[src/rtl/alu_issuer_pkg.sv]
// Shared definitions for the ALU issuer: op codes, FSM state encoding,
// and the response bundle used on both the sample and response paths.
package alu_issuer_pkg;

    // Native ALU commands (values fixed by the existing ALU)
    localparam logic [2:0] opADD     = 3'd0;
    localparam logic [2:0] opSUB     = 3'd1;
    localparam logic [2:0] opXOR     = 3'd2;
    localparam logic [2:0] opSLT     = 3'd3;
    localparam logic [2:0] opCNE     = 3'd4;
    // Composite ops built by the issuer from SLT and SUB
    localparam logic [2:0] opMIN     = 3'd5;
    localparam logic [2:0] opMAX     = 3'd6;
    localparam logic [2:0] opABSDIFF = 3'd7;

    // Issuer FSM states
    localparam logic [1:0] ST_IDLE    = 2'd0;
    localparam logic [1:0] ST_SETTLE1 = 2'd1;
    localparam logic [1:0] ST_SETTLE2 = 2'd2;
    localparam logic [1:0] ST_RESP    = 2'd3;

    typedef struct packed {
        logic [31:0] result;
        logic        carryout;
        logic        zero;
        logic        overflow;
    } alu_rsp_t;

    // Composite ops always start with an SLT pass
    function automatic logic is_composite(input logic [2:0] op);
        return (op >= opMIN);
    endfunction

endpackage

[src/rtl/alu_settle_timer.sv]
// Settle counter for one ALU pass. Cleared on pass entry, counts up while
// enabled. o_sample fires when the ALU inputs have been stable for SETTLE
// cycles; o_done fires one cycle later, when the sampled values are ready.
module alu_settle_timer #(
    parameter int SETTLE = 4,
    parameter int CW     = 3
) (
    input  logic clk,
    input  logic rst_n,
    input  logic i_load,
    input  logic i_en,
    output logic o_sample,
    output logic o_done
);

    localparam logic [CW-1:0] L_SAMPLE = CW'(SETTLE - 1);
    localparam logic [CW-1:0] L_DONE   = CW'(SETTLE);

    logic [CW-1:0] r_count;

    // Up-count from pass entry; parks at the done value until reloaded
    always_ff @(posedge clk or negedge rst_n) begin
        if (!rst_n) begin
            r_count <= '0;
        end else if (i_load) begin
            r_count <= '0;
        end else if (i_en && (r_count != L_DONE)) begin
            r_count <= r_count + CW'(1);
        end
    end

    assign o_sample = i_en && (r_count == L_SAMPLE);
    assign o_done   = i_en && (r_count == L_DONE);

endmodule

[src/rtl/alu_issuer.sv]
// Sequencing front-end for the combinational 32-bit ALU.
//
// state    | meaning
// ---------|-----------------------------------------------------------
// IDLE     | req_ready high, waiting for a request
// SETTLE1  | first pass driven (native op, or SLT for composites)
// SETTLE2  | ABSDIFF second pass: SUB(larger, smaller)
// RESP     | response held on rsp_* until rsp_ready
//
// A pass samples the ALU after SETTLE stable cycles. ABSDIFF launches its
// SUB pass on that same edge using the live SLT bit, so it adds exactly
// SETTLE cycles; every op then spends one cycle building the response from
// the sampled registers.
module alu_issuer
    import alu_issuer_pkg::*;
#(
    parameter int SETTLE = 4,
    parameter int CW     = 3
) (
    input  logic        clk,
    input  logic        rst_n,
    input  logic        req_valid,
    output logic        req_ready,
    input  logic [2:0]  req_op,
    input  logic [31:0] req_a,
    input  logic [31:0] req_b,
    output logic [2:0]  alu_command,
    output logic [31:0] alu_a,
    output logic [31:0] alu_b,
    input  logic [31:0] alu_result,
    input  logic        alu_carryout,
    input  logic        alu_zero,
    input  logic        alu_overflow,
    output logic        rsp_valid,
    input  logic        rsp_ready,
    output logic [31:0] rsp_result,
    output logic        rsp_carryout,
    output logic        rsp_zero,
    output logic        rsp_overflow
);

    logic [1:0]  r_state;
    logic [2:0]  r_op;
    logic [31:0] r_a;
    logic [31:0] r_b;
    logic [2:0]  r_alu_cmd;
    logic [31:0] r_alu_a;
    logic [31:0] r_alu_b;
    alu_rsp_t    r_samp;
    alu_rsp_t    r_rsp;
    logic        r_rsp_valid;

    alu_rsp_t    w_alu_now;
    alu_rsp_t    w_rsp_next;
    logic        w_accept;
    logic        w_pass2;
    logic        w_settling;
    logic        w_sample;
    logic        w_done;

    assign w_alu_now  = {alu_result, alu_carryout, alu_zero, alu_overflow};
    assign w_settling = (r_state == ST_SETTLE1) || (r_state == ST_SETTLE2);
    assign w_accept   = (r_state == ST_IDLE) && req_valid;
    assign w_pass2    = (r_state == ST_SETTLE1) && w_sample && (r_op == opABSDIFF);

    alu_settle_timer #(
        .SETTLE (SETTLE),
        .CW     (CW)
    ) u_timer (
        .clk      (clk),
        .rst_n    (rst_n),
        .i_load   (w_accept || w_pass2),
        .i_en     (w_settling),
        .o_sample (w_sample),
        .o_done   (w_done)
    );

    // Next-state sequencing between passes and the response phase
    always_ff @(posedge clk or negedge rst_n) begin
        if (!rst_n) begin
            r_state <= ST_IDLE;
        end else begin
            case (r_state)
                ST_IDLE:    if (req_valid) r_state <= ST_SETTLE1;
                ST_SETTLE1: begin
                    if (w_pass2)     r_state <= ST_SETTLE2;
                    else if (w_done) r_state <= ST_RESP;
                end
                ST_SETTLE2: if (w_done) r_state <= ST_RESP;
                ST_RESP:    if (rsp_ready) r_state <= ST_IDLE;
                default:    r_state <= ST_IDLE;
            endcase
        end
    end

    // Hold the accepted request for composite result selection
    always_ff @(posedge clk or negedge rst_n) begin
        if (!rst_n) begin
            r_op <= '0;
            r_a  <= '0;
            r_b  <= '0;
        end else if (w_accept) begin
            r_op <= req_op;
            r_a  <= req_a;
            r_b  <= req_b;
        end
    end

    // ALU drive registers change only when a pass is entered
    always_ff @(posedge clk or negedge rst_n) begin
        if (!rst_n) begin
            r_alu_cmd <= '0;
            r_alu_a   <= '0;
            r_alu_b   <= '0;
        end else if (w_accept) begin
            r_alu_cmd <= is_composite(req_op) ? opSLT : req_op;
            r_alu_a   <= req_a;
            r_alu_b   <= req_b;
        end else if (w_pass2) begin
            // alu_result[0] is the live SLT(a,b) bit: subtract smaller from larger
            r_alu_cmd <= opSUB;
            r_alu_a   <= alu_result[0] ? r_b : r_a;
            r_alu_b   <= alu_result[0] ? r_a : r_b;
        end
    end

    // Capture ALU outputs once they have settled
    always_ff @(posedge clk or negedge rst_n) begin
        if (!rst_n) begin
            r_samp <= '0;
        end else if (w_sample) begin
            r_samp <= w_alu_now;
        end
    end

    // Response selection: MIN/MAX pick an operand from the SLT bit, flags cleared
    always_comb begin
        w_rsp_next = r_samp;
        case (r_op)
            opMIN: begin
                w_rsp_next        = '0;
                w_rsp_next.result = r_samp.result[0] ? r_a : r_b;
            end
            opMAX: begin
                w_rsp_next        = '0;
                w_rsp_next.result = r_samp.result[0] ? r_b : r_a;
            end
            default: w_rsp_next = r_samp;
        endcase
    end

    // Response register and valid flag, held until the consumer takes it
    always_ff @(posedge clk or negedge rst_n) begin
        if (!rst_n) begin
            r_rsp       <= '0;
            r_rsp_valid <= 1'b0;
        end else if (w_settling && w_done) begin
            r_rsp       <= w_rsp_next;
            r_rsp_valid <= 1'b1;
        end else if ((r_state == ST_RESP) && rsp_ready) begin
            r_rsp_valid <= 1'b0;
        end
    end

    assign req_ready    = (r_state == ST_IDLE);
    assign alu_command  = r_alu_cmd;
    assign alu_a        = r_alu_a;
    assign alu_b        = r_alu_b;
    assign rsp_valid    = r_rsp_valid;
    assign rsp_result   = r_rsp.result;
    assign rsp_carryout = r_rsp.carryout;
    assign rsp_zero     = r_rsp.zero;
    assign rsp_overflow = r_rsp.overflow;

endmodule
[config.mk]
export PLATFORM = sky130hd
export DESIGN_NAME = alu_issuer
export DESIGN_NICKNAME = d
export VERILOG_FILES = /design/src/rtl/alu_issuer_pkg.sv /design/src/rtl/alu_settle_timer.sv /design/src/rtl/alu_issuer.sv
export SDC_FILE = /design/constraint.sdc
export NUM_CORES = 1
export LEC_CHECK = 0
export CAP_MARGIN = 20
export CORE_ASPECT_RATIO = 0.7
export CORE_MARGIN = 2
export CORE_UTILIZATION = 40
export CTS_CLUSTER_SIZE = 16
export DETAILED_ROUTE_END_ITERATION = 12
export DONT_BUFFER_PORTS = 1
export RECOVER_POWER = 100
export SETUP_SLACK_MARGIN = 0.4
export SLEW_MARGIN = 20
export SYNTH_ARGS = -nofsm -noshare
export SYNTH_HDL_FRONTEND = slang
export SYNTH_SLANG_ARGS = --single-unit
[constraint.sdc]
create_clock -name clk -period 3 [get_ports clk]
set_input_delay 0.6 -clock clk [delete_from_list [all_inputs] [get_ports clk]]
set_output_delay 0.6 -clock clk [all_outputs]
set_load 0.01 [all_outputs]
==> metrics.txt, run 1 <==
setup TNS=0 ns; Worst setup EP type=flop; final setup violation count=0; minimum clock period=2.62 ns; post-route insts no fill=1359; area of the die=27800 um^2; number of CTS-inserted buffers=23; largest area contributor in the synthesized netlist=dfrtp_1; Slew @ Worst Pin=1.33 ns; RSZ-0062 raised after global routing=false; crit path launch type=flop; total wire length=29200 um; Max Cap Violations=0; Cells after Synth=1031; pin count of the biggest net entering global routing=211; vias per inst=5.91; clock buffer depth=3; Worst Path Arrival=3.05 ns; final hold vios=210; Yosys warnings=0; worst path required time=3.43 ns; placed cells=1317; number of routed nets with antenna violations=0; Core Area=25800 um^2; worst-path maximum fanout=19; CTS tree=built; Placer Congestion=0.768; Hold Path Class=input port to async pin; Pleak=4.94 nW; sequential area share after synthesis=0.497; Worst R2R Path Depth=4; Synth-to-Final Area Change=6.66%; layout cells sized above 1=0.0943; failing checks=hold timing; via count=8025; RR Endpoint=rsp_result[28]$_DFFE_PN0P_; nets@finish=1099; H-Tree Depth=1; setup slack, reg-to-reg=0.38 ns; initial core utilization=0.410; initial antenna violation count=4; fin crit share=0.873; first-pass GRT wire length=46000 um; Rows=49; average size of a mapped cell=10.3 um^2; synthesized flop and latch total=210; DIE HEIGHT=140 um; clock skew=0.0118 ns; Critical R2R Launch=r_op[1]$_DFFE_PN0P_; DRC errors left=0; status=finished with violations; Most used DFF post-synth=dfrtp_1; Worst-Skew Late Latency=0.51 ns; hold_ws=-0.207 ns; FFs w/ async S/R, synth=1.00; Sink Count=210; Post-DP Area=10900 um^2; total track usage=0.208; vias in the first global route=7713; Slew Limit Headroom=0.110; DR iter-0 viols=777; Post-synth EDFFs=0; Cell Pwr Density=1160 nW/um^2; area of the mapped netlist=10600 um^2; most area-consuming cells after synthesis=dfrtp_1 (50%), nand2_1 (7.7%), mux2i_1 (6.1%); DPL Wire Length=18700 um; fillers=2462; # resized after CTS=0; DR WL/cell=21.5 um; post-synth top area share=0.497; grt ovf=0; PortBufs=0; Setup Crit Path Kind=flop to flop; Reg clk slew, reported paths=0.06 ns; # IOs=210; Peak VDD IR=0.534 mV; post-synth cell types=40; finished layout cell area=11300 um^2; Pins Over Slew Limit=0; CTS root buffer=clkbuf_16; f_max=382 MHz; Pre-antenna DRT Iters=9; syn_nets=1145; Die Wd=198 um
## worst max-delay path, cell delays in order, from the launching register on
cell	delay [ns]
dfrtp_1	0.63
nor4bb_4	0.87
clkbuf_2	0.62
a222oi_1	0.23
a21oi_1	0.20
## state kept, by name, indices dropped and copies added (netlist names), 32 cells and up
register and cells:
r_a 32, rsp_result 32, alu_a 32, alu_b 32, r_samp 35, r_b 32
## Yosys cell counts, drive strengths merged (8+ instances only)
cell    instances
mux2i          64
o311ai         64
a22o           32
nor2b          34
nand2         218
dfrtp         210
ha              8
mux2           35
a31oi          29
o21a           29
a21oi          43
buf            41
nor2           35
a222oi         29
nand3          69
clkbuf         51
## through the flow
stage | total power [mW] | utilization | setup slack [ns]
6_report | 13.1 | 0.437 | 0.382
5_1_grt | 14.1 | 0.437 | 0.221
4_1_cts | 13.5 | 0.447 | 0.646
3_5_place_dp | 10.8 | 0.421 | 0.654
3_3_place_gp | 10.7 | 0.421 | 0.737
2_1_floorplan | 9.32 | - | 1.11
## where the power goes
part / leakage (nW) / total (mW) / internal (mW) / switching [mW]
clock: 0.336 / 2.65 / 1.55 / 1.10
sequential: 2.52 / 5.90 / 4.21 / 1.70
combinational: 2.09 / 4.57 / 2.01 / 2.56
total: 4.94 / 13.1 / 7.76 / 5.36
## layout make-up
class,count,area (um^2),area share
Inverter,6,22.5,0.00200
Sequential cell,210,5260,0.466
Antenna cell,5,12.5,0.00111
Multi-Input combinational cell,723,4660,0.413
Tap cell,357,447,0.0396
Timing Repair Buffer,21,196,0.0174
Clock buffer,37,688,0.0610
## timing repair
item | CTS | global route
endpoints found under the hold margin | 210 | 210
buffers inserted | 0 | 0
setup endpoints to repair | 0 | 0
## worst max path at each step
stage                                       from                    endpoint  slack (ns)  depth (start not counted)
after global placement       r_op[1]$_DFFE_PN0P_   rsp_result[1]$_DFFE_PN0P_        0.74                          4
final                        r_op[1]$_DFFE_PN0P_  rsp_result[28]$_DFFE_PN0P_        0.38                          4
after global routing         r_op[1]$_DFFE_PN0P_   rsp_result[1]$_DFFE_PN0P_        0.22                          4
after detailed placement  r_state[1]$_DFFE_PN0P_       alu_b[16]$_DFFE_PN0N_        0.65                          6
after CTS                 r_state[1]$_DFFE_PN0P_       alu_b[16]$_DFFE_PN0N_        0.65                          6
after floorplan           r_state[1]$_DFFE_PN0P_      r_samp[10]$_DFFE_PN0N_        1.11                          6
## cell usage in the layout (no fill, tap or decap), drive strengths merged, types with 2 or more instances in the layout
cell type / count
nand2: 218
dfrtp: 210
nand3: 69
mux2i: 64
o311ai: 64
a21oi: 43
clkbuf: 41
mux2: 35
nor2: 35
nor2b: 34
a22o: 32
a222oi: 29
a31oi: 29
o21a: 29
buf: 17
ha: 8
inv: 6
o21ai: 6
diode: 5
nor3: 5
nand2b: 5
and2: 3
or3: 2
a2111oi: 2
## routing by layer
metal / up-vias / GRT usage / share of wire
li1: 3700 / - / -
met1: 3976 / 0.319 / 0.47
met2: 304 / 0.282 / 0.41
met3: 43 / 0.0674 / 0.10
met4: 2 / 0.0456 / 0.018
met5: - / 0 / 0.00045
## cell families after synthesis
group	share of synthesized area
AO/OA/AOI/OAI	0.198
XOR/XNOR	0.000828
adder cells (fa/ha/maj)	0.00946
buffers and inverters	0.0429
flip-flops	0.497
multiplexers	0.0978
AND/OR/NAND/NOR	0.154
(Power assumes the default switching activity.)
==> inputs of run 2 (changes only) <==
Settings changed: SYNTH_HIERARCHICAL from default to 1.
==> run 2 against run 1 <==
  * The flow still finishes with violations (hold timing)
  * Critical path type unchanged
  * Register-to-register slack improved by 0.03 ns
  * Worst setup slack better by 0.033 ns
  * Non-clock buffer count shrank 6
  * Clock skew decreased by 0.0034 ns
  * Power shrank 3.1%
  * Sequential power down 0.8%
  * Sequential share of layout area increased by 0.50 points
  * Hold slack improved by 0.0041 ns
  * Critical path depth grew 1
  * Cell area fell by 1.0%
  * Die area fell by 3.3%
==> metrics.txt, run 2 <==
layout cells sized above 1=0.166; largest family of logic cells by synthesized area=multiplexers; clock buffer depth=3; Post-DP Area=10400 um^2; Pre-antenna DRT Iters=9; Pins Over Slew Limit=0; pre-CTS setup slack=0.654 ns; met3 WL=2260 um; total wire length=26700 um; setup bufs post-CTS=0; failing checks=hold timing; Core Area=24900 um^2; final core utilization=0.449; # resized after CTS=0; sequential area share after synthesis=0.514; met2 WL post-DR=11200 um; first-pass GRT wire length=41500 um; Reg clk slew, reported paths=0.06 ns; Largest Register=r_samp; WL met1=12900 um; grt ovf=0; Most used DFF post-synth=dfrtp_1; clock skew=0.00842 ns; Worst-Skew Late Latency=0.50 ns; area of the die=26900 um^2; FFs w/ async S/R, synth=1.00; vias per inst=5.64; worst path required time=3.37 ns; most frequent cells after synthesis=nand2_1 (218), dfrtp_1 (210), mux2_2 (100); DR WL/cell=20.7 um; Die Wd=195 um; number of CTS-inserted buffers=23; vias in the first global route=6970; setup slack, reg-to-reg=0.42 ns; PortBufs=0; f_max=387 MHz; Yosys warnings=6; H-Tree Depth=1; final setup violation count=0; total track usage=0.196; setup TNS=0 ns; DR iter-0 viols=635; Worst setup EP type=flop; pin count of the biggest net entering global routing=211; Rows=48; post-synth top area share=0.514; commonest non-fill, non-tap cell in the layout=nand2_1; Synth Area in XOR/XNOR=0.000857; nets@finish=1063; most frequent cells in the layout=nand2_1 (217), dfrtp_1 (208), mux2_2 (100), o21ai_0 (71), mux2i_1 (68); top-count cell post-synth=nand2_1; Hold Path Class=input port to async pin; Slew Limit Headroom=0.168; Placer Congestion=0.759; Max Cap Violations=0; finished layout cell area=11200 um^2; CTS root buffer=clkbuf_16; via count=7266; area of the mapped netlist=10200 um^2; Peak VDD IR=1.01 mV; initial core utilization=0.411; Worst Path Arrival=2.96 ns; final hold vios=210; Slew @ Worst Pin=1.25 ns; Post-synth EDFFs=0; DIE HEIGHT=138 um; # IOs=210; Setup Crit Path Kind=flop to flop; crit path launch type=flop; Post-Synth Simple-Gate Area=0.125; minimum clock period=2.58 ns; largest area contributor in the synthesized netlist=dfrtp_1; mux contribution to synthesized area=0.177; Pwr Total=12.7 mW; post-synth cell types=42; Synth Area in Compound Gates=0.132; fin crit share=0.862; most area-consuming cells after synthesis=dfrtp_1 (51%), mux2_2 (11%), nand2_1 (8.0%); syn_nets=1095; Cell Pwr Density=1140 nW/um^2; Synth-to-Final Area Change=9.29%; setup ws final=0.415 ns; DPL Wire Length=16600 um; top sig layer=met5; Sink Count=210; Cells after Synth=980; initial antenna violation count=4; worst-path maximum fanout=35; average size of a mapped cell=10.4 um^2; DRC errors left=0; adder-cell area share of the yosys netlist=0.0110; number of routed nets with antenna violations=0; CTS tree=built; hold_ws=-0.203 ns; Largest register FFs=35; synthesized flop and latch total=210; status=finished with violations; Pleak=5.37 nW; RSZ-0062 raised after global routing=false
==> run 2: report_power, final <==
group | leakage (nW) | internal [mW] | switching [mW] | total [mW]
Sequential | 2.52 | 4.19 | 1.66 | 5.85
Clock | 0.363 | 1.70 | 1.14 | 2.84
Combinational | 2.49 | 1.88 | 2.14 | 4.02
Total | 5.37 | 7.77 | 4.94 | 12.7
==> run 2: worst paths after layout <==
path | from | endpoint | cells past startpoint
min | rst_n | alu_a[11]$_DFFE_PN0P_ | 0
min in group clk | req_op[1] | r_op[1]$_DFFE_PN0P_ | 2
max | r_state[1]$_DFFE_PN0P_ | r_samp[20]$_DFFE_PN0P_ | 5
max reg2reg | r_state[1]$_DFFE_PN0P_ | r_samp[20]$_DFFE_PN0P_ | 5
max in group asynchronous | rst_n | r_op[0]$_DFFE_PN0P_ | 0
min reg2reg | r_samp[0]$_DFFE_PN0P_ | rsp_overflow$_DFFE_PN0P_ | 2
==> run 2: critical path, stage by stage, from the launching register on <==
cell and delay [ns]:
dfrtp_1 0.42, inv_1 0.11, ha_1 0.39, and2_2 0.18, clkbuf_2 0.92, mux2_2 0.43
==> run 2: area by class of cell <==
class                   count  area, um^2
clock buffers              34         667
repair buffers             15         139
inverters                   9        33.8
clock inverters             6        85.1
multi-input cells         689        4580
fillers                  2356       13700
diodes                      1        2.50
flip-flops and latches    210        5260
well taps                 325         407
==> run 2: per-stage QoR <==
step,hold WS [ns],std cells
6_report,-0.203,1289
5_1_grt,-0.227,1288
4_1_cts,-0.226,1288
3_5_place_dp,0.309,1248
3_3_place_gp,0.309,1248
2_1_floorplan,0.304,980
==> run 2: kinds of logic after synthesis <==
logic type	Yosys count
AND/OR/NAND/NOR	304
adder cells (fa/ha/maj)	9
multiplexers	168
XOR/XNOR	1
flip-flops	210
buffers and inverters	81
AO/OA/AOI/OAI	207
==> run 2: layer usage <==
| layer | up-vias | global-route usage |
|---|---|---|
| li1 | 3389 | - |
| met1 | 3558 | 0.288 |
| met2 | 283 | 0.290 |
| met3 | 32 | 0.0553 |
| met4 | 4 | 0.0365 |
| met5 | - | 0 |
==> inputs of run 3 (changes only) <==
Settings changed: PLACE_DENSITY_LB_ADDON from default to 0.12.
==> run 3 against run 2 <==
  * The run still ends with hold timing left
  * Sequential share of layout area shrank 0.090 points
  * Die area is the same
  * Final cell count is essentially flat
  * Fmax grew 1.2%
  * Wire length grew 3.1%
  * First-iteration DRC count shrank 9.3%
  * Clock power grew 2%
  * Cell area grew 0.19%
  * Via count shrank 1.3%
  * Critical endpoint is now r_samp[26]$_DFFE_PN0P_
  * Largest power group unchanged
  * Highest routed layer unchanged
==> metrics.txt, run 3 (synthesis results as in run 2) <==
Placer Congestion=0.739; Setup Crit Path Kind=flop to flop; commonest non-fill, non-tap cell in the layout=nand2_1; Largest Register=r_samp; grt ovf=0; clock skew=0.00753 ns; DR iter-0 viols=576; worst path required time=3.38 ns; final setup violation count=0; DRC errors left=0; Pre-antenna DRT Iters=6; status=finished with violations; Worst-Skew Late Latency=0.50 ns; minimum clock period=2.55 ns; Pleak=5.40 nW; via count=7174; worst-path maximum fanout=35; Peak VDD IR=0.583 mV; hold_ws=-0.203 ns; initial core utilization=0.411; setup TNS=0 ns; Worst Path Arrival=2.93 ns; Hold Path Class=input port to async pin; failing checks=hold timing; DPL Wire Length=17600 um; vias per inst=5.56; layout cells sized above 1=0.170; final core utilization=0.450; Synth-to-Final Area Change=9.50%; crit path launch type=flop; Cell Pwr Density=1140 nW/um^2; first-pass GRT wire length=42600 um; f_max=392 MHz; DR WL/cell=21.4 um; Max Cap Violations=0; number of CTS-inserted buffers=22; Slew Limit Headroom=0.211; initial antenna violation count=4; DIE HEIGHT=138 um; nets@finish=1064; # resized after CTS=0; setup bufs post-CTS=0; Pins Over Slew Limit=0; RSZ-0062 raised after global routing=false; vias in the first global route=6860; Worst setup EP type=flop; clock buffer depth=3; Pwr Total=12.8 mW; CTS tree=built; area of the die=26900 um^2; PortBufs=0; final hold vios=210; Sink Count=210; Core Area=24900 um^2; total track usage=0.204; Reg clk slew, reported paths=0.06 ns; fin crit share=0.851; most frequent cells in the layout=nand2_1 (217), dfrtp_1 (208), mux2_2 (100), o21ai_0 (70), mux2i_1 (68); Rows=48; post-route insts no fill=1290; total wire length=27600 um; Largest register FFs=35; pin count of the biggest net entering global routing=211; number of routed nets with antenna violations=0; CTS root buffer=clkbuf_16; Die Wd=195 um; placed cells=1250; # IOs=210; setup slack, reg-to-reg=0.45 ns; Slew @ Worst Pin=1.18 ns; H-Tree Depth=1
[run 3: changes by cell type in the layout (fill, tap and decap cells not counted), moves of 2 or more]
cell,delta
clkbuf_1,-2
clkbuf_2,+2
clkinv_2,+2
clkinvlp_4,-2
[run 3: area by class of cell]
| cell class | count | area, um^2 |
|---|---|---|
| Antenna cell | 1 | 2.50 |
| Clock buffer | 32 | 649 |
| Clock inverter | 7 | 110 |
| Fill cell | 2362 | 13700 |
| Inverter | 9 | 33.8 |
| Multi-Input combinational cell | 689 | 4580 |
| Sequential cell | 210 | 5260 |
| Tap cell | 325 | 407 |
| Timing Repair Buffer | 17 | 153 |
[run 3: metal layers]
layer,routed length [um],global-route usage
met5,27,0
met4,372,0.0365
met3,2200,0.0553
met2,11200,0.283
met1,13800,0.315
[run 3: power by group]
part           internal [mW]  leakage (nW)  switching (mW)  total, mW
Clock                   1.76         0.376            1.13       2.89
Sequential              4.19          2.52            1.69       5.88
Combinational           1.87          2.50            2.14       4.00
[run 3: worst paths after layout]
kind / startpoint / end / cells after the start
max: r_state[1]$_DFFE_PN0P_ / r_samp[26]$_DFFE_PN0P_ / 5
min: rst_n / alu_b[10]$_DFFE_PN0P_ / 0
max reg2reg: r_state[1]$_DFFE_PN0P_ / r_samp[26]$_DFFE_PN0P_ / 5
min reg2reg: r_samp[1]$_DFFE_PN0P_ / rsp_zero$_DFFE_PN0P_ / 2
max in group asynchronous: rst_n / r_samp[1]$_DFFE_PN0P_ / 0
min in group clk: req_op[2] / r_op[2]$_DFFE_PN0P_ / 2
[run 3: metrics by stage]
| step | setup slack (ns) | cell area [um^2] | hold WS (ns) |
|---|---|---|---|
| 2_1_floorplan | 0.851 | 10200 | 0.304 |
| 3_3_place_gp | 0.729 | 10500 | 0.309 |
| 6_report | 0.446 | 11200 | -0.203 |
| 5_1_grt | 0.286 | 11200 | -0.230 |
| 3_5_place_dp | 0.652 | 10500 | 0.310 |
| 4_1_cts | 0.656 | 11200 | -0.228 |
[run 3: critical path, stage by stage (launching register included)]
cell,delay (ns)
dfrtp_1,0.43
inv_1,0.11
ha_1,0.39
and2_2,0.18
clkbuf_2,0.88
mux2_2,0.43
